### src/rtl/bank_sched_pkg.sv
// Shared types and constants for the bank operation sequencer.
package bank_sched_pkg;

  typedef enum logic [2:0] {IDLE, PRE, WL, SENSE, REC} state_e;

  localparam logic SRC_A = 1'b0;
  localparam logic SRC_B = 1'b1;

  // Per-bit idle levels of the strobes; replicated to NBANK at the use site
  localparam logic PREB_IDLE    = 1'b0;
  localparam logic SAMPLEB_IDLE = 1'b1;
  localparam logic SA_EN_IDLE   = 1'b0;

endpackage

### src/rtl/bank_rr_arb.sv
// 2-way round-robin arbiter; priority bit 0 favours port A, 1 favours port B.
module bank_rr_arb (
  input  logic       clk,
  input  logic       rst,
  input  logic [1:0] req,
  input  logic       en,
  output logic [1:0] gnt
);

  logic pri_q, pri_d;

  always_comb begin
    gnt   = 2'b00;
    pri_d = pri_q;
    if (en) begin
      if (req == 2'b11) gnt = pri_q ? 2'b10 : 2'b01;
      else              gnt = req;
      // Any grant hands priority to the other port
      if (|req) pri_d = gnt[0];
    end
  end

  always_ff @(posedge clk or posedge rst) begin
    if (rst) pri_q <= 1'b0;
    else     pri_q <= pri_d;
  end

endmodule

### src/rtl/bank_op_sched.sv
// Bank operation sequencer: arbitrates host (A) and CAM (B) requests and drives
// per-bank precharge / wordline / sense strobes. Optional macro OPCNT_EN adds op_cnt.
module bank_op_sched
  import bank_sched_pkg::*;
#(
  parameter int NBANK   = 8,
  parameter int BW      = 3,
  parameter int PRE_CYC = 2,
  parameter int WL_CYC  = 2,
  parameter int SA_CYC  = 1,
  parameter int CNTW    = 4
) (
  input  logic             clk,
  input  logic             rst,
  input  logic             a_valid,
  output logic             a_ready,
  input  logic             a_wr,
  input  logic [BW-1:0]    a_bank,
  input  logic             b_valid,
  output logic             b_ready,
  input  logic [BW-1:0]    b_bank,
  output logic [NBANK-1:0] preb,
  output logic [NBANK-1:0] sampleb,
  output logic [NBANK-1:0] sa_en,
  output logic             mac_en,
  output logic             busy,
  output logic             done,
  output logic             done_src
`ifdef OPCNT_EN
  ,
  output logic [15:0]      op_cnt
`endif
);

  localparam int CNT_MAX = (1 << CNTW) - 1;

  if (PRE_CYC < 1 || WL_CYC < 1 || SA_CYC < 1) begin : g_zero_len
    $fatal(1, "bank_op_sched: phase lengths must be >= 1");
  end
  if (PRE_CYC > CNT_MAX || WL_CYC > CNT_MAX || SA_CYC > CNT_MAX) begin : g_cnt_ovf
    $fatal(1, "bank_op_sched: phase length overflows CNTW");
  end

  state_e            state_q, state_d;
  logic [CNTW-1:0]   cnt_q, cnt_d;
  logic [BW-1:0]     bank_q, bank_d;
  logic              wr_q, wr_d;
  logic              src_q, src_d;
  logic              mac_en_q, mac_en_d;
  logic [NBANK-1:0]  preb_q, preb_d;
  logic [NBANK-1:0]  sampleb_q, sampleb_d;
  logic [NBANK-1:0]  sa_en_q, sa_en_d;
  logic [1:0]        gnt;
  logic              hs;

  bank_rr_arb u_arb (
    .clk (clk),
    .rst (rst),
    .req ({b_valid, a_valid}),
    .en  (state_q == IDLE),
    .gnt (gnt)
  );

  assign hs = |gnt;

  always_ff @(posedge clk or posedge rst) begin
    if (rst) begin
      state_q <= IDLE;
      cnt_q   <= '0;
    end else begin
      state_q <= state_d;
      cnt_q   <= cnt_d;
    end
  end

  always_comb begin
    state_d = state_q;
    cnt_d   = cnt_q;
    case (state_q)
      IDLE: if (hs) begin
        state_d = PRE;
        cnt_d   = CNTW'(PRE_CYC - 1);
      end
      PRE: if (cnt_q == '0) begin
        state_d = WL;
        cnt_d   = CNTW'(WL_CYC - 1);
      end else cnt_d = cnt_q - CNTW'(1);
      WL: if (cnt_q == '0) begin
        state_d = wr_q ? REC : SENSE;
        cnt_d   = CNTW'(SA_CYC - 1);
      end else cnt_d = cnt_q - CNTW'(1);
      SENSE: if (cnt_q == '0) state_d = REC;
             else             cnt_d   = cnt_q - CNTW'(1);
      REC:     state_d = IDLE;
      default: state_d = IDLE;
    endcase
  end

  always_comb begin
    a_ready  = gnt[0];
    b_ready  = gnt[1];
    busy     = (state_q != IDLE);
    done     = (state_q == REC);
    done_src = src_q;
  end

  // Op capture and registered strobes keyed off the next state, so they line up with state_q
  always_comb begin
    bank_d    = bank_q;
    wr_d      = wr_q;
    src_d     = src_q;
    mac_en_d  = mac_en_q;
    if (hs) begin
      bank_d   = gnt[1] ? b_bank : a_bank;
      wr_d     = gnt[1] ? 1'b0 : a_wr;
      src_d    = gnt[1] ? SRC_B : SRC_A;
      mac_en_d = gnt[0];
    end
    preb_d    = {NBANK{PREB_IDLE}};
    sampleb_d = {NBANK{SAMPLEB_IDLE}};
    sa_en_d   = {NBANK{SA_EN_IDLE}};
    for (int k = 0; k < NBANK; k++) begin
      if (bank_q == BW'(k) && (state_d == WL || state_d == SENSE)) begin
        preb_d[k]    = 1'b1;
        sampleb_d[k] = 1'b0;
        sa_en_d[k]   = (state_d == SENSE);
      end
    end
  end

  always_ff @(posedge clk or posedge rst) begin
    if (rst) begin
      bank_q    <= '0;
      wr_q      <= 1'b0;
      src_q     <= SRC_A;
      mac_en_q  <= 1'b0;
      preb_q    <= {NBANK{PREB_IDLE}};
      sampleb_q <= {NBANK{SAMPLEB_IDLE}};
      sa_en_q   <= {NBANK{SA_EN_IDLE}};
    end else begin
      bank_q    <= bank_d;
      wr_q      <= wr_d;
      src_q     <= src_d;
      mac_en_q  <= mac_en_d;
      preb_q    <= preb_d;
      sampleb_q <= sampleb_d;
      sa_en_q   <= sa_en_d;
    end
  end

  assign preb    = preb_q;
  assign sampleb = sampleb_q;
  assign sa_en   = sa_en_q;
  assign mac_en  = mac_en_q;

`ifdef OPCNT_EN
  logic [15:0] op_cnt_q, op_cnt_d;

  always_comb begin
    op_cnt_d = op_cnt_q;
    if (done && op_cnt_q != 16'hFFFF) op_cnt_d = op_cnt_q + 16'd1;
  end

  always_ff @(posedge clk or posedge rst) begin
    if (rst) op_cnt_q <= '0;
    else     op_cnt_q <= op_cnt_d;
  end

  assign op_cnt = op_cnt_q;
`endif

endmodule

### config.mk
export PLATFORM = sky130hd
export DESIGN_NAME = bank_op_sched
export DESIGN_NICKNAME = d
export VERILOG_FILES = /design/src/rtl/bank_sched_pkg.sv /design/src/rtl/bank_rr_arb.sv /design/src/rtl/bank_op_sched.sv
export SDC_FILE = /design/constraint.sdc
export NUM_CORES = 1
export LEC_CHECK = 0
export BUFFER_PORTS_ARGS = -buffer_cell sky130_fd_sc_hd__clkbuf_2
export CORE_ASPECT_RATIO = 0.6
export CORE_MARGIN = 1.5
export CORE_UTILIZATION = 55
export DETAILED_ROUTE_END_ITERATION = 10
export PLACE_DENSITY_LB_ADDON = 0.1
export SLEW_MARGIN = 10
export SYNTH_ARGS = -nofsm -noshare
export SYNTH_HDL_FRONTEND = slang
export SYNTH_SLANG_ARGS = --single-unit
### constraint.sdc
create_clock -name clk -period 4.7 [get_ports clk]
set_input_delay 0.235 -clock clk [delete_from_list [all_inputs] [get_ports clk]]
set_output_delay 0.235 -clock clk [all_outputs]
set_load 0.05 [all_outputs]
; Yosys cells after proc, flatten, opt, wreduce, memory -nomap -nowiden
; Index checks and enable logic that the tools add are counted.
[totals]
ff_bits = 38
latch_bits = 0
ram_bits = 0
romBits = 0
input_bits = 11
output_inout_bits = 30
word_cells = 86
n_memories = 0
[classes]
addsub = 1
mul = 0
n_div = 0
n_lt_le_gt_ge = 0
eq_ne = 16
shifts = 0
mux = 41
bitwise_logic = 0
n_reduce_logical = 18
[op_table]
columns = op, count
row1 = $mux W1, 26
row2 = $eq A3 B2 Y1 const B, 6
row3 = $mux W3, 6
row4 = $mux W4, 4
row5 = $pmux W4 S4, 1
row6 = $eq A3 B3 Y1 const B, 5
row7 = $pmux W3 S4, 1
row8 = $logic_and A1 B1 Y1, 8
row9 = $eq A3 B1 Y1 const B, 2
row10 = $logic_not A3 Y1, 2
row11 = $mux W2, 3
row12 = $logic_not A4 Y1, 1
row13 = $ne A2 B2 Y1 const B, 2
row14 = $reduce_bool A4 Y1, 1
row15 = $reduce_or A2 Y1, 2
row16 = $sub A4 B1 Y4 const B, 1
row17 = $reduce_and A3 Y1, 1
row18 = $reduce_bool A3 Y1, 1
row19 = $eq A2 B2 Y1 const B, 1
row20 = $reduce_and A2 Y1, 1
row21 = $logic_or A1 B1 Y1, 1

; Logic depth before layout (Yosys ltp)
[depth]
ltp_word = 10
depth_mapped = 7
ltp_nobuf = 6

; Cells and area by module
; A second synthesis with hierarchy kept.
[unflattened]
cells_unflattened = 146
area_unflattened_um2 = 1632.8
[modules_own_cells]
columns = module, instances, cells_each, area_each_um2, seq_area_each_um2
row1 = bank_op_sched, 1, 137, 1567.8, 935.9
row2 = bank_rr_arb, 1, 9, 65.1, 25.0

; Least setup slack after synthesis
; Ideal clock, no wire load.
[synth_timing]
kind = reg2reg
from = register cnt_q[0]
to = register sampleb_q[2], in the netlist sampleb[2]
setup_ns = 0.088
arrival_ns = 1.755
t_required_ns = 4.612
setup_slack_ns = 2.857
path_stages_with_launch = 7
path_buffers = 1
period_less_slack_ns = 1.843
path_cell_list = dfrtp_1 inv_1 ha_1 or3b_1 o31a_1 buf_6 or3_1
[synth_via]
elab_chain_len = 7
word_cells_on_any_way = 10
classes_between = 2 x eq/ne / 5 x mux / 3 x reduce/logical
[synth_rtl]
columns = element, line_no
row1 = from (decl), bank_op_sched.sv:45  ; logic [CNTW-1:0] cnt_q, cnt_d;
row2 = from (signal assigned), bank_op_sched.sv:72  ; cnt_q <= cnt_d;
row3 = $logic_not A4 Y1 (*), "bank_op_sched.sv:84, bank_op_sched.sv:88, bank_op_sched.sv:92"
row4 = "$mux W3, on equally long branches", "bank_op_sched.sv:92, bank_op_sched.sv:84, bank_op_sched.sv:88"
row5 = $pmux W3 S4 (*), bank_op_sched.sv:79  ; case (state_q)
row6 = $eq A3 B2 Y1, bank_op_sched.sv:123  ; if (bank_q == BW'(k) && (state_d == WL || state_d == SENSE)) begin
row7 = $logic_or A1 B1 Y1 (*), bank_op_sched.sv:123
row8 = $logic_and A1 B1 Y1 (*), bank_op_sched.sv:123
row9 = $mux W1 (*), bank_op_sched.sv:123
row10 = via sampleb_d[2], bank_op_sched.sv:51  ; logic [NBANK-1:0] sampleb_q, sampleb_d;
row11 = to (signal assigned), bank_op_sched.sv:138  ; sampleb_q <= {NBANK{SAMPLEB_IDLE}};
row12 = to (signal assigned), bank_op_sched.sv:146  ; sampleb_q <= sampleb_d;
row13 = to (decl), bank_op_sched.sv:51
; Mark *: on every way through the listed nets, which the timed path passes. The rest lies on a longest branch.
; A chain may end at the register's enable or synchronous reset.

; Final worst setup path
[layout_timing]
from = register state_q[2]
to = output a_ready
[layout_via]
elab_chain_len = 2
[layout_rtl]
columns = element, line_no
row1 = from (decl), bank_op_sched.sv:44  ; state_e state_q, state_d;
row2 = from (signal assigned), bank_op_sched.sv:71  ; state_q <= state_d;
row3 = $logic_not A3 Y1, bank_op_sched.sv:60  ; .en (state_q == IDLE),
row4 = $mux W2, bank_rr_arb.sv:15  ; if (en) begin
row5 = to (decl), bank_op_sched.sv:16  ; output logic a_ready,
; No other way between the ends.

==> flow_metrics.tcl <==
set metrics [dict create \
    worst-setup-path-type "flip-flop to output port" \
    hp-class "input port to async pin" \
    drc 3 \
    synth_seq_cells 38 \
    cts_made_buffers 5 \
    fillers 196 \
    rows 14 \
    finalSetupViolCount 0 \
    place.gp.congestion 0.8723 \
    final_net_count 195 \
    startpoint_type "flip-flop" \
    fmax_ghz 0.4316 \
    status "finished with violations" \
    drv_cap 0 \
    clk_latency_ns 0.28 \
    yosysMostFrequentCell "dfrtp_1" \
    worst-path-max-fanout 11 \
    cts_tree "built" \
    grt-ovfl-total 0 \
    rsz0062_at_grt "no" \
    crit_arrival_ns 2.08 \
    synth_top_area_share_pct 48.58 \
    antenna_found_initial 0 \
    synth_cells 142 \
    port_buffers 40 \
    ioPinCount 41 \
    synth_top_cell_by_area "dfrtp_1" \
    final_util_pct 71.09 \
    synthTopCellsByArea "dfrtp_1 49%, dfstp_2 14%, or3_1 3.6%, nor3_1 3.6%, nor4_1 2.8%" \
    grt_usage_pct 22.32 \
    ctsLongestPathBuffers 2 \
    dp_hpwl_mm 2.102 \
    vias 1170 \
    cp-end-kind "output port" \
    grt_pass1_wl_mm 5.009 \
    root_buffer "clkbuf_8" \
    ys_seq_area_share_pct 62.19 \
    fin_crit_sh_pct 49.30 \
    synth-edff-count 0 \
    ir_drop_mv 0.4333 \
    ys_warn_count 0 \
    failed_checks "DRC" \
    wl_per_cell_um 14.20 \
    post_cts_resized 0 \
    fin_setup_tns_ns 0 \
    post_cts_buffers 0 \
    synth.avg_cell_area_sq_um 10.88 \
    cts_sinks 38 \
    grt_start_max_net_pins 39 \
    netlist_top_cells_count "30 x dfrtp_1, 11 x nor3_1, 10 x nor2_1" \
    die_h_um 44.06 \
    dieArea_sq_mm 0.003147 \
    drt_first_pass_iters 7 \
    worstPathRequired_ns 4.47 \
    p_per_area_mw_per_mm2 740.8 \
    layout-drive-gt1-share_pct 32.79 \
    syn2layout_area_growth_pct 19.27 \
    vias_per_cell 5.442 \
    ys.flop_type "dfrtp_1" \
    cts-hold-fix-buffers 0 \
    postRouteWirelength_mm 3.053 \
    final_hold_viol_count 0 \
    core_sq_mm 0.002592 \
    cts.clk_slew.worst_paths_ns 0.07 \
    grt_pass1_vias 1037 \
    die_w_um 71.43 \
    fin_worst_skew_ns 0.005131 \
    slew_viol_final 0 \
    synth_area_sq_mm 0.001545 \
    yosysUniqueCellTypes 29 \
    htreeDepth 2 \
    n_antenna_cell 0 \
    initial_core_util_pct 59.60 \
    async_reset_ff_share_pct 100.0 \
    syn_nets 155 \
    p_leak_uw 0.0009335 \
    post-route-min-period_ns 2.317 \
    ant_nets 0 \
    relSlewSlack_pct 44.45 \
    drt_iter0_markers 90 \
    worstMarginPinSlew_ns 0.8333 \
]
[layout make-up]
class                   count  area, sq um  share of cell area, %
repair buffers             41        207.7                  11.27
flip-flops and latches     38        960.9                  52.14
multi-input cells          87        509.2                  27.63
well taps                  32        40.04                  2.172
clock buffers               7        86.33                  4.684
clock inverters             1        5.005                 0.2716
inverters                   9        33.78                  1.833
[final timing paths]
path | start | endpoint | slack (ns) | cells past startpoint
setup / recovery | state_q[2] | a_ready | 2.38 | 4
hold / removal | rst | cnt_q[2] | 0.03 | 3
setup reg to reg | cnt_q[0] | sa_en[4] | 2.40 | 6
hold reg to reg | done_src | done_src | 0.49 | 2
max in group asynchronous | rst | sampleb[1] | 4.33 | 3
min in group clk | a_wr | wr_q | 0.19 | 3
[metal layers]
metal  part of all wire [%]  global-route usage, %  routed length, um  vias to the layer above
li1                       -                      -                  -                      569
met1                     49                  31.42               1492                      541
met2                     42                  31.96               1294                       55
met3                    7.4                  7.517                225                        5
met4                    1.3                  10.38                 40                        0
met5                      0                      0                  0                        -
[power breakdown]
group | switching [uW] | leakage, uW | internal [uW]
combinational | 480 | 0.000411 | 162
sequential | 68.8 | 0.000474 | 431
clock | 105 | 0.0000482 | 118
total | 654 | 0.000934 | 711
[critical path: stages (launching register included)]
cell	delay [ns]
dfrtp_1	0.49
nor3_1	0.45
nand3_1	0.43
inv_1	0.14
clkbuf_2	0.28
[flip-flops by register name, indices dropped and copies added (netlist names)]
signal / flops
bank_q: 3
state_q: 3
done_src: 1
mac_en: 1
sampleb: 8
preb: 8
u_arb.pri_q: 1
cnt_q: 4
wr_q: 1
sa_en: 8
[placed cells by master, fill, tap and decap left out, types with 2 or more instances in the layout]
master	instances
nor4_1	7
mux2i_1	4
nor2_1	10
nor3_1	11
clkbuf_2	40
nand3_1	2
o21ai_0	6
nand2_1	9
or2_2	2
nand2b_1	6
ha_1	2
clkbuf_8	6
dfstp_2	8
a21oi_1	8
inv_1	9
nand4_1	2
or3_1	9
dfrtp_1	30
[metrics by stage]
stage,std cells,hold WS [ns],power (uW),cell area (sq um),setup WS (ns)
global route,215,0.04822,1460,1843,2.174
finish,215,0.02511,1365,1843,2.383
global placement,207,0.3326,1120,1752,2.584
floorplan,142,0.3391,1021,1545,2.857
detailed placement,207,0.3500,1144,1752,2.456
CTS,215,0.04433,1368,1843,2.385
[logic make-up after synthesis]
| group | after synthesis | synth area share [%] |
|---|---|---|
| AOI/OAI and AO/OA | 19 | 7.126 |
| adders and majority gates | 2 | 1.619 |
| buffers and inverters | 17 | 4.858 |
| DFF | 38 | 62.19 |
| muxes | 4 | 2.591 |
| and+or+nand+nor | 62 | 21.62 |
Note: power is estimated with default switching activity, not from simulation.
